## config.mk

```make
export PLATFORM = sky130hd
export DESIGN_NAME = udp_tx_axis_arbiter
export DESIGN_NICKNAME = d
export VERILOG_FILES = /design/src/rtl/udp_tx_axis_arbiter.sv
export SDC_FILE = /design/constraint.sdc
export NUM_CORES = 2
export LEC_CHECK = 0
export ABC_AREA = 0
export BUFFER_PORTS_ARGS = -buffer_cell sky130_fd_sc_hd__buf_2
export CAP_MARGIN = 20
export CORE_AREA = 2 2 673 675
export CTS_CLUSTER_DIAMETER = 150
export DETAILED_ROUTE_END_ITERATION = 12
export DIE_AREA = 0 0 675 677
export SYNTH_ARGS = -nofsm -noshare
export SYNTH_HDL_FRONTEND = slang
export SYNTH_SLANG_ARGS = --single-unit
export TNS_END_PERCENT = 5
```

## constraint.sdc

```tcl
create_clock -name CLK -period 8.14 [get_ports CLK]
set_input_delay 0.407 -clock CLK [delete_from_list [all_inputs] [get_ports CLK]]
set_output_delay 0.407 -clock CLK [all_outputs]
set_load 0.03 [all_outputs]
```

## src/rtl/udp_tx_axis_arbiter.sv

```systemverilog
// udp_tx_axis_arbiter: packet-granular round-robin arbiter of NUM_PORTS AXIS sources onto one UDP TX stream.
// Latency: grant one cycle after request, first beat on m_axis two cycles after request; one idle cycle per packet.
// Backpressure: 2-entry skid buffer, granted tready drops when both entries are held. ARB_PKT_COUNT_EN adds pkt_count.
module udp_tx_axis_arbiter #(
  parameter int NUM_PORTS  = 2,
  parameter int DATA_WIDTH = 512,
  parameter int KEEP_WIDTH = 64,
  parameter int USER_WIDTH = 1
) (
  input  logic                             CLK,
  input  logic                             RST_N,
  input  logic [NUM_PORTS-1:0]             port_enable,
  input  logic [NUM_PORTS-1:0]             s_axis_tvalid,
  output logic [NUM_PORTS-1:0]             s_axis_tready,
  input  logic [NUM_PORTS*DATA_WIDTH-1:0]  s_axis_tdata,
  input  logic [NUM_PORTS*KEEP_WIDTH-1:0]  s_axis_tkeep,
  input  logic [NUM_PORTS-1:0]             s_axis_tlast,
  input  logic [NUM_PORTS*USER_WIDTH-1:0]  s_axis_tuser,
  output logic                             m_axis_tvalid,
  input  logic                             m_axis_tready,
  output logic [DATA_WIDTH-1:0]            m_axis_tdata,
  output logic [KEEP_WIDTH-1:0]            m_axis_tkeep,
  output logic                             m_axis_tlast,
  output logic [USER_WIDTH-1:0]            m_axis_tuser,
  output logic [2:0]                       grant_idx,
  output logic                             busy
`ifdef ARB_PKT_COUNT_EN
  ,
  output logic [NUM_PORTS*32-1:0]          pkt_count
`endif
);

  typedef enum logic {IDLE, XFER} state_e;

  typedef struct packed {
    logic [DATA_WIDTH-1:0] data;
    logic [KEEP_WIDTH-1:0] keep;
    logic                  last;
    logic [USER_WIDTH-1:0] user;
  } beat_t;

  state_e               state_q, state_d;
  logic [2:0]           grant_q, grant_d;
  logic [2:0]           last_grant_q, last_grant_d;
  logic [NUM_PORTS-1:0] req;
  logic [2:0]           winner;
  logic                 winner_vld;
  beat_t                sel_beat;
  logic                 sel_vld;
  beat_t                head_q, head_d;
  beat_t                tail_q, tail_d;
  logic [1:0]           cnt_q, cnt_d;
  logic                 full;
  logic                 push;
  logic                 pop;

  assign req  = s_axis_tvalid & port_enable;
  assign full = (cnt_q == 2'd2);
  // tready comes from registered state/occupancy only, so push never depends on m_axis_tready
  assign push = (state_q == XFER) && !full && sel_vld;
  assign pop  = (cnt_q != 2'd0) && m_axis_tready;

  // Round-robin search: first requester above last_grant, wrapping
  always_comb begin
    winner     = last_grant_q;
    winner_vld = 1'b0;
    for (int k = 1; k <= NUM_PORTS; k++) begin
      for (int j = 0; j < NUM_PORTS; j++) begin
        if (!winner_vld && req[j] &&
            (((int'(last_grant_q) + k) >= NUM_PORTS ? (int'(last_grant_q) + k - NUM_PORTS)
                                                    : (int'(last_grant_q) + k)) == j)) begin
          winner     = 3'(j);
          winner_vld = 1'b1;
        end
      end
    end
  end

  // Select the granted port's beat and drive its tready
  always_comb begin
    sel_vld       = 1'b0;
    sel_beat      = '0;
    s_axis_tready = '0;
    for (int i = 0; i < NUM_PORTS; i++) begin
      if (grant_q == 3'(i)) begin
        sel_vld       = s_axis_tvalid[i];
        sel_beat.data = s_axis_tdata[i*DATA_WIDTH +: DATA_WIDTH];
        sel_beat.keep = s_axis_tkeep[i*KEEP_WIDTH +: KEEP_WIDTH];
        sel_beat.last = s_axis_tlast[i];
        sel_beat.user = s_axis_tuser[i*USER_WIDTH +: USER_WIDTH];
        s_axis_tready[i] = (state_q == XFER) && !full;
      end
    end
  end

  // FSM next state: arbitrate in IDLE, hold the grant until the tlast beat is accepted
  always_comb begin
    state_d      = state_q;
    grant_d      = grant_q;
    last_grant_d = last_grant_q;
    case (state_q)
      IDLE: begin
        if (winner_vld) begin
          grant_d      = winner;
          last_grant_d = winner;
          state_d      = XFER;
        end
      end
      XFER: begin
        if (push && sel_beat.last) begin
          state_d = IDLE;
        end
      end
      default: state_d = IDLE;
    endcase
  end

  // Skid buffer next state: head feeds m_axis, tail catches the second beat
  always_comb begin
    head_d = head_q;
    tail_d = tail_q;
    cnt_d  = cnt_q;
    case ({push, pop})
      2'b10: begin
        if (cnt_q == 2'd0) begin
          head_d = sel_beat;
        end else begin
          tail_d = sel_beat;
        end
        cnt_d = cnt_q + 2'd1;
      end
      2'b01: begin
        head_d = tail_q;
        cnt_d  = cnt_q - 2'd1;
      end
      2'b11: begin
        if (cnt_q == 2'd1) begin
          head_d = sel_beat;
        end else begin
          head_d = tail_q;
          tail_d = sel_beat;
        end
      end
      default: ;
    endcase
  end

  // State, grant and skid registers
  always_ff @(posedge CLK or negedge RST_N) begin
    if (!RST_N) begin
      state_q      <= IDLE;
      grant_q      <= 3'd0;
      last_grant_q <= 3'(NUM_PORTS - 1);
      head_q       <= '0;
      tail_q       <= '0;
      cnt_q        <= 2'd0;
    end else begin
      state_q      <= state_d;
      grant_q      <= grant_d;
      last_grant_q <= last_grant_d;
      head_q       <= head_d;
      tail_q       <= tail_d;
      cnt_q        <= cnt_d;
    end
  end

  assign m_axis_tvalid = (cnt_q != 2'd0);
  assign m_axis_tdata  = head_q.data;
  assign m_axis_tkeep  = head_q.keep;
  assign m_axis_tlast  = head_q.last;
  assign m_axis_tuser  = head_q.user;
  assign grant_idx     = grant_q;
  assign busy          = (state_q == XFER);

`ifdef ARB_PKT_COUNT_EN
  logic [31:0] pkt_cnt_q [NUM_PORTS];

  // Count tlast beats accepted per port; free-running wrap
  always_ff @(posedge CLK or negedge RST_N) begin
    if (!RST_N) begin
      for (int i = 0; i < NUM_PORTS; i++) begin
        pkt_cnt_q[i] <= 32'd0;
      end
    end else if (push && sel_beat.last) begin
      for (int i = 0; i < NUM_PORTS; i++) begin
        if (grant_q == 3'(i)) begin
          pkt_cnt_q[i] <= pkt_cnt_q[i] + 32'd1;
        end
      end
    end
  end

  // Flatten counters onto the output port
  always_comb begin
    pkt_count = '0;
    for (int i = 0; i < NUM_PORTS; i++) begin
      pkt_count[i*32 +: 32] = pkt_cnt_q[i];
    end
  end
`endif

endmodule

```

-- Word-level counts from Yosys, hierarchy flattened
Index checks and enable logic that the tools add are counted.
- bitwise logic cells: 2
- $add $sub $neg: 6
- multiply operators: 0
- reductions and logical operators: 26
- equal/unequal tests: 11
- multiplexer cells: 26
- divide/modulo/power cells: 0
- $lt $le $gt $ge: 2
- shifts and indexed selects: 0
- operators with widths (kind ; number):
    578-bit 2-to-1 mux ; 6
    578-bit one-hot mux with 3 select lines ; 1
    578-bit one-hot mux with 2 select lines ; 1
    32-bit by 2-bit == test with 1-bit output (second input constant) ; 2
    32-bit by 3-bit greater-or-equal comparator with 1-bit output (second input constant) ; 2
    32-bit zero test ; 2
    32-bit 2-to-1 mux ; 2
    32-bit by 3-bit subtractor with 32-bit output (second input constant) ; 2
    3-bit 2-to-1 mux ; 4
    1-bit logical AND ; 11
    1-bit 2-to-1 mux ; 10
    2-bit == test (second input constant) ; 3
    2-bit != test (second input constant) ; 3
    2-bit nonzero test ; 3
    3-bit by 1-bit adder with 4-bit output (second input constant) ; 1
    3-bit by 2-bit adder with 4-bit output (second input constant) ; 1
    2-bit by 1-bit == test with 1-bit output (second input constant) ; 2
    1-bit zero test ; 4
    2-bit one-hot mux with 2 select lines ; 1
    2-bit AND reduction ; 2
    3-bit by 1-bit == test with 1-bit output (second input constant) ; 1
    3-bit zero test ; 1
    3-bit AND reduction ; 1
    3-bit nonzero test ; 1
    6 further kinds ; 6
- output and inout port bits: 585
- bits in latches: 0
- memories: 0
- bits in writable memories: 0
- word-level logic and storage cells: 85
- ROM bits: 0
- bits in registers: 1165
- input bits: 1163

-- Logic depth before layout (Yosys ltp)
- word-level depth: 20
- mapped depth: 15

-- Worst setup path after synthesis
No wires, ideal clock.
- path kind: register to register
- from: register cnt_q[0]
- to: register tail_q[100] in the netlist's numbering
- stages on the path, launching flop included: 16
- buffers on the path: 7
- setup time: 125 ps
- data arrival time: 2830 ps
- required time: 8015 ps
- period minus slack after synthesis: 2956 ps
- setup slack: 5184 ps
- cells stage by stage: dfrtp_1 inv_1 ha_1 nand2b_4 buf_6 inv_2 buf_4 buf_2 buf_2 ha_1 and2_1 a211o_1 buf_2 buf_6 buf_6 mux2_4
- longest elaborated chain between the ends: 7
- RTL lines (element ; RTL line ; source):
    start, declared ; 52 ; logic [1:0] cnt_q, cnt_d;
    start signal, assigned ; 163 ; cnt_q <= cnt_d;
    2-bit == test ; 58 ; assign full = (cnt_q == 2'd2);
    1-bit zero test ; 60 ; assign push = (state_q == XFER) && !full && sel_vld;
    1-bit logical AND (2 in series) ; 60 ;
    2-bit == test ; 123 ; case ({push, pop})
    2-bit != test (no line) or 2-bit nonzero test (tied branches) ; -- ;
    3-bit AND reduction (no line) ; -- ;
    end signal, assigned ; 162 ; tail_q <= tail_d;
    end, declared ; 51 ; beat_t tail_q, tail_d;
Several ways; a longest one is shown, not always the timed one.
A chain may end at the register's enable or synchronous reset.

-- Worst setup path after layout
- from: register grant_q[0] (netlist: grant_idx[0])
- to: register tail_q[577] in the netlist's numbering
- longest elaborated chain between the ends: 7
- RTL lines (element ; RTL line ; source):
    start, declared ; 43 ; logic [2:0] grant_q, grant_d;
    start signal, assigned ; 159 ; grant_q <= grant_d;
    3-bit zero test ; 85 ; if (grant_q == 3'(i)) begin
    1-bit 2-to-1 mux (2 in series) ; 85 ;
    1-bit logical AND ; 60 ;
    2-bit == test ; 123 ;
    2-bit != test (no line) or 2-bit nonzero test (tied branches) ; -- ;
    3-bit AND reduction (no line) ; -- ;
Several ways; a longest one is shown, not always the timed one. The select of a mux whose other input is x is not followed.

==> summary.md <==
| Metric | Value |
|---|---|
| Remaining DRCs | 0 |
| Routability cong. | 0.970 |
| DRT iter0 DRCs | 6599 |
| Unrepaired setup endpoints after global routing | no |
| F_max | 187 MHz |
| Area grow syn2layout | 50.0% |
| Final WS setup | 2790 ps |
| Top post-synthesis cells by area | dfrtp_1 46%, mux2_4 12%, mux2_2 12%, a211oi_1 6.9%, o211ai_1 6.9% |
| Fillers | 49000 |
| Total congestion overflow | 0 |
| Final setup vio count | 0 |
| Hold EP | m_axis_tdata[421] |
| Pin count of the biggest net entering global routing | 194 |
| Hold Crit Start | s_axis_tdata[421] |
| DR WL/cell | 30.5 um |
| CTS tree | yes |
| Die H | 677 um |
| Htree depth | 4 |
| R2r setup slk | 2790 ps |
| R2r endpoint | tail_q[577] |
| Sinks on the clock net | 1161 |
| Final wirelength | 431 mm |
| Worst hold path class | in -> reg |
| Num rows | 247 |
| Largest family of logic cells by synthesized area | compound AO/OA/AOI/OAI gates |
| Status | finished clean |
| Clk slew on worst S/H paths | 70 ps |
| Full die area | 457000 um2 |
| Post-synthesis mux area share | 0.237 |
| First-pass GRT wire length | 567 mm |
| Distinct cells, synth | 30 |
| Clock Skew | 57.1 ps |
| Critical Path Start Type | register |
| Endpoint type of the worst setup path | register |
| Post-Route Utilization | 0.209 |
| Clock buffer depth | 4 |
| Detailed-router iteration count before antenna repair | 5 |
| Fraction of the mapped netlist area in adder cells | 0.00119 |
| Ports | 1748 |
| Initial Util | 0.140 |
| CP arrival | 6100 ps |
| Vias | 63800 |
| Seq/Total Area, Yosys | 0.462 |
| Clock root buffer | clkbuf_16 |
| Hold Vio Cnt, Final | 0 |
| R2r startpoint | grant_idx[0] |
| CP Data Required Time | 8890 ps |
| Final setup TNS | 0 ps |
| Max Slew Vio Count | 0 |
| Crit Path Category | reg -> reg |
| Avg Synthesized Cell Area | 11.7 um2 |
| R2R cell count | 9 |
| TritonCTS Buffers | 151 |
| CTS Hold Bufs | 1161 |
| Vias per inst | 4.51 |
| Post-CTS resize count | 0 |
| Share of cells above drive strength 1 | 0.412 |
| Mapped cell area | 62900 um2 |
| Most common cell after layout, fill and taps aside | buf_2 |
| YS warnings | 0 |
| Tmin final | 5350 ps |
| Core area | 451000 um2 |
| FF+latch count, synth | 1161 |
| Buffers on Ports | 1745 |
| Pre-CTS setup slack | 2650 ps |
| Clk_lat worst skew | 870 ps |
| Synth top area share | 0.462 |
| Detailed placement HPWL | 321 mm |
| Hold path cells | 4 |
| Worst slew pin tran | 1180 ps |
| Die width | 675 um |
| Vias in the first global route | 61700 |
| Peak supply drop | 0.000393 V |
| Simple-Gate Fraction of Synth Area | 0.00133 |
| GRT Overall Usage | 0.179 |
| Initial antenna violation count | 381 |
| Setup Fix Bufs, Post-CTS | 0 |
| Most frequent cells in the layout | 1744 x buf_2, 1161 x dlygate4sd3_1, 1159 x dfrtp_1 |
| Syn Inst Count | 5374 |
| Final nets | 9024 |
| Max-Cap Viols | 0 |
| Post-Synth XOR/XNOR Area | 0.000279 |
| Fin crit share | 0.657 |
| Cell taking the most area after synthesis | dfrtp_1 |
| Rel. slew slack | 0.216 |
| PD cells | 435 nW/um2 |
| Compound-Gate Fraction of Synth Area | 0.242 |
| LEAKAGE | 37.8 nW |
| Highest fanout seen on the critical path | 96 |
| Antenna viol nets, final | 0 |
[final cells by class]
| cell class | count | area [um2] | share of cell area |
|---|---|---|---|
| sequential | 1161 | 29100 | 0.308 |
| timing repair buffer | 3035 | 21800 | 0.231 |
| tap | 5976 | 7480 | 0.0793 |
| multi-input combinational | 3501 | 30400 | 0.322 |
| clock buffer | 213 | 4380 | 0.0465 |
| clock inverter | 54 | 697 | 0.00739 |
| antenna | 200 | 500 | 0.00531 |
| inverter | 5 | 26.3 | 0.000279 |
[report_power, final]
| part | internal [W] | switching, W |
|---|---|---|
| Combinational | 0.00926 | 0.0138 |
| Clock | 0.00408 | 0.00298 |
| Sequential | 0.00891 | 0.00201 |
[cell usage after synthesis]
library cell,number
a31oi_1,578
and3b_1,1
xnor2_1,2
o211ai_1,578
o21ai_1,11
clkbuf_1,340
nand2b_4,1
a211oi_1,578
a2bb2oi_1,1
buf_1,17
and2_1,2
buf_4,5
nor2b_1,3
dfstp_2,1
mux2_2,656
inv_2,1
nand2_1,5
a21o_1,1
inv_1,4
dfrtp_1,1160
nor2_1,3
conb_1,1
ha_1,6
o31ai_1,1
a211o_1,1
o32a_1,1
o21ai_0,569
buf_2,289
mux2_4,501
buf_6,57
[critical path, stage by stage (launching register included)]
cell     delay [ps]
dfrtp_4         940
mux2_8          820
nand2_1         240
inv_1           160
ha_1            210
and2_4          620
a211o_4         600
buf_12          450
buf_4           690
mux2_2          410
[registers in the layout (all words and copies together), names as in the netlist]
signal / flops
grant_idx: 1
m_axis_tkeep: 64
m_axis_tuser: 1
m_axis_tdata: 512
cnt_q: 2
m_axis_tlast: 1
last_grant_q: 1
tail_q: 578
busy: 1
[how the worst max path moves through the flow]
stage | from | to | slack [ps]
after floorplan | cnt_q[0] | tail_q[100] | 5180
after global placement | grant_idx[0] | tail_q[577] | 2640
after detailed placement | grant_idx[0] | tail_q[577] | 2650
after CTS | grant_idx[0] | tail_q[371] | 2580
after global routing | grant_idx[0] | tail_q[577] | 2520
final | grant_idx[0] | tail_q[577] | 2790
[kinds of logic (layout without fill, tap and decap cells)]
group / Yosys count / after routing
other: 1 / 202
XOR/XNOR: 2 / 2
adder cells (fa/ha/maj): 6 / 6
AND/OR/NAND/NOR: 15 / 15
multiplexers: 1157 / 1157
buffers and inverters: 713 / 3307
AO/OA/AOI/OAI: 2319 / 2319
flip-flops: 1161 / 1161
[layer usage]
metal	track usage	share of wire	up-vias
li1	-	-	26200
met1	0.208	0.38	32200
met2	0.278	0.45	4051
met3	0.0681	0.10	1177
met4	0.109	0.071	142
met5	0	0.0021	-
[through the flow]
step / cell area, um2 / total power (W) / hold slack (ps) / std cells
after floorplan: 62900 / 0.0251 / 111 / 5375
final: 94300 / 0.0410 / 83.0 / 14100
after global placement: 77000 / 0.0320 / 463 / 12500
after detailed placement: 77100 / 0.0322 / 473 / 12500
after CTS: 93800 / 0.0410 / 0.317 / 13900
after global routing: 94100 / 0.0427 / 40.8 / 14000
(Power assumes the default switching activity.)
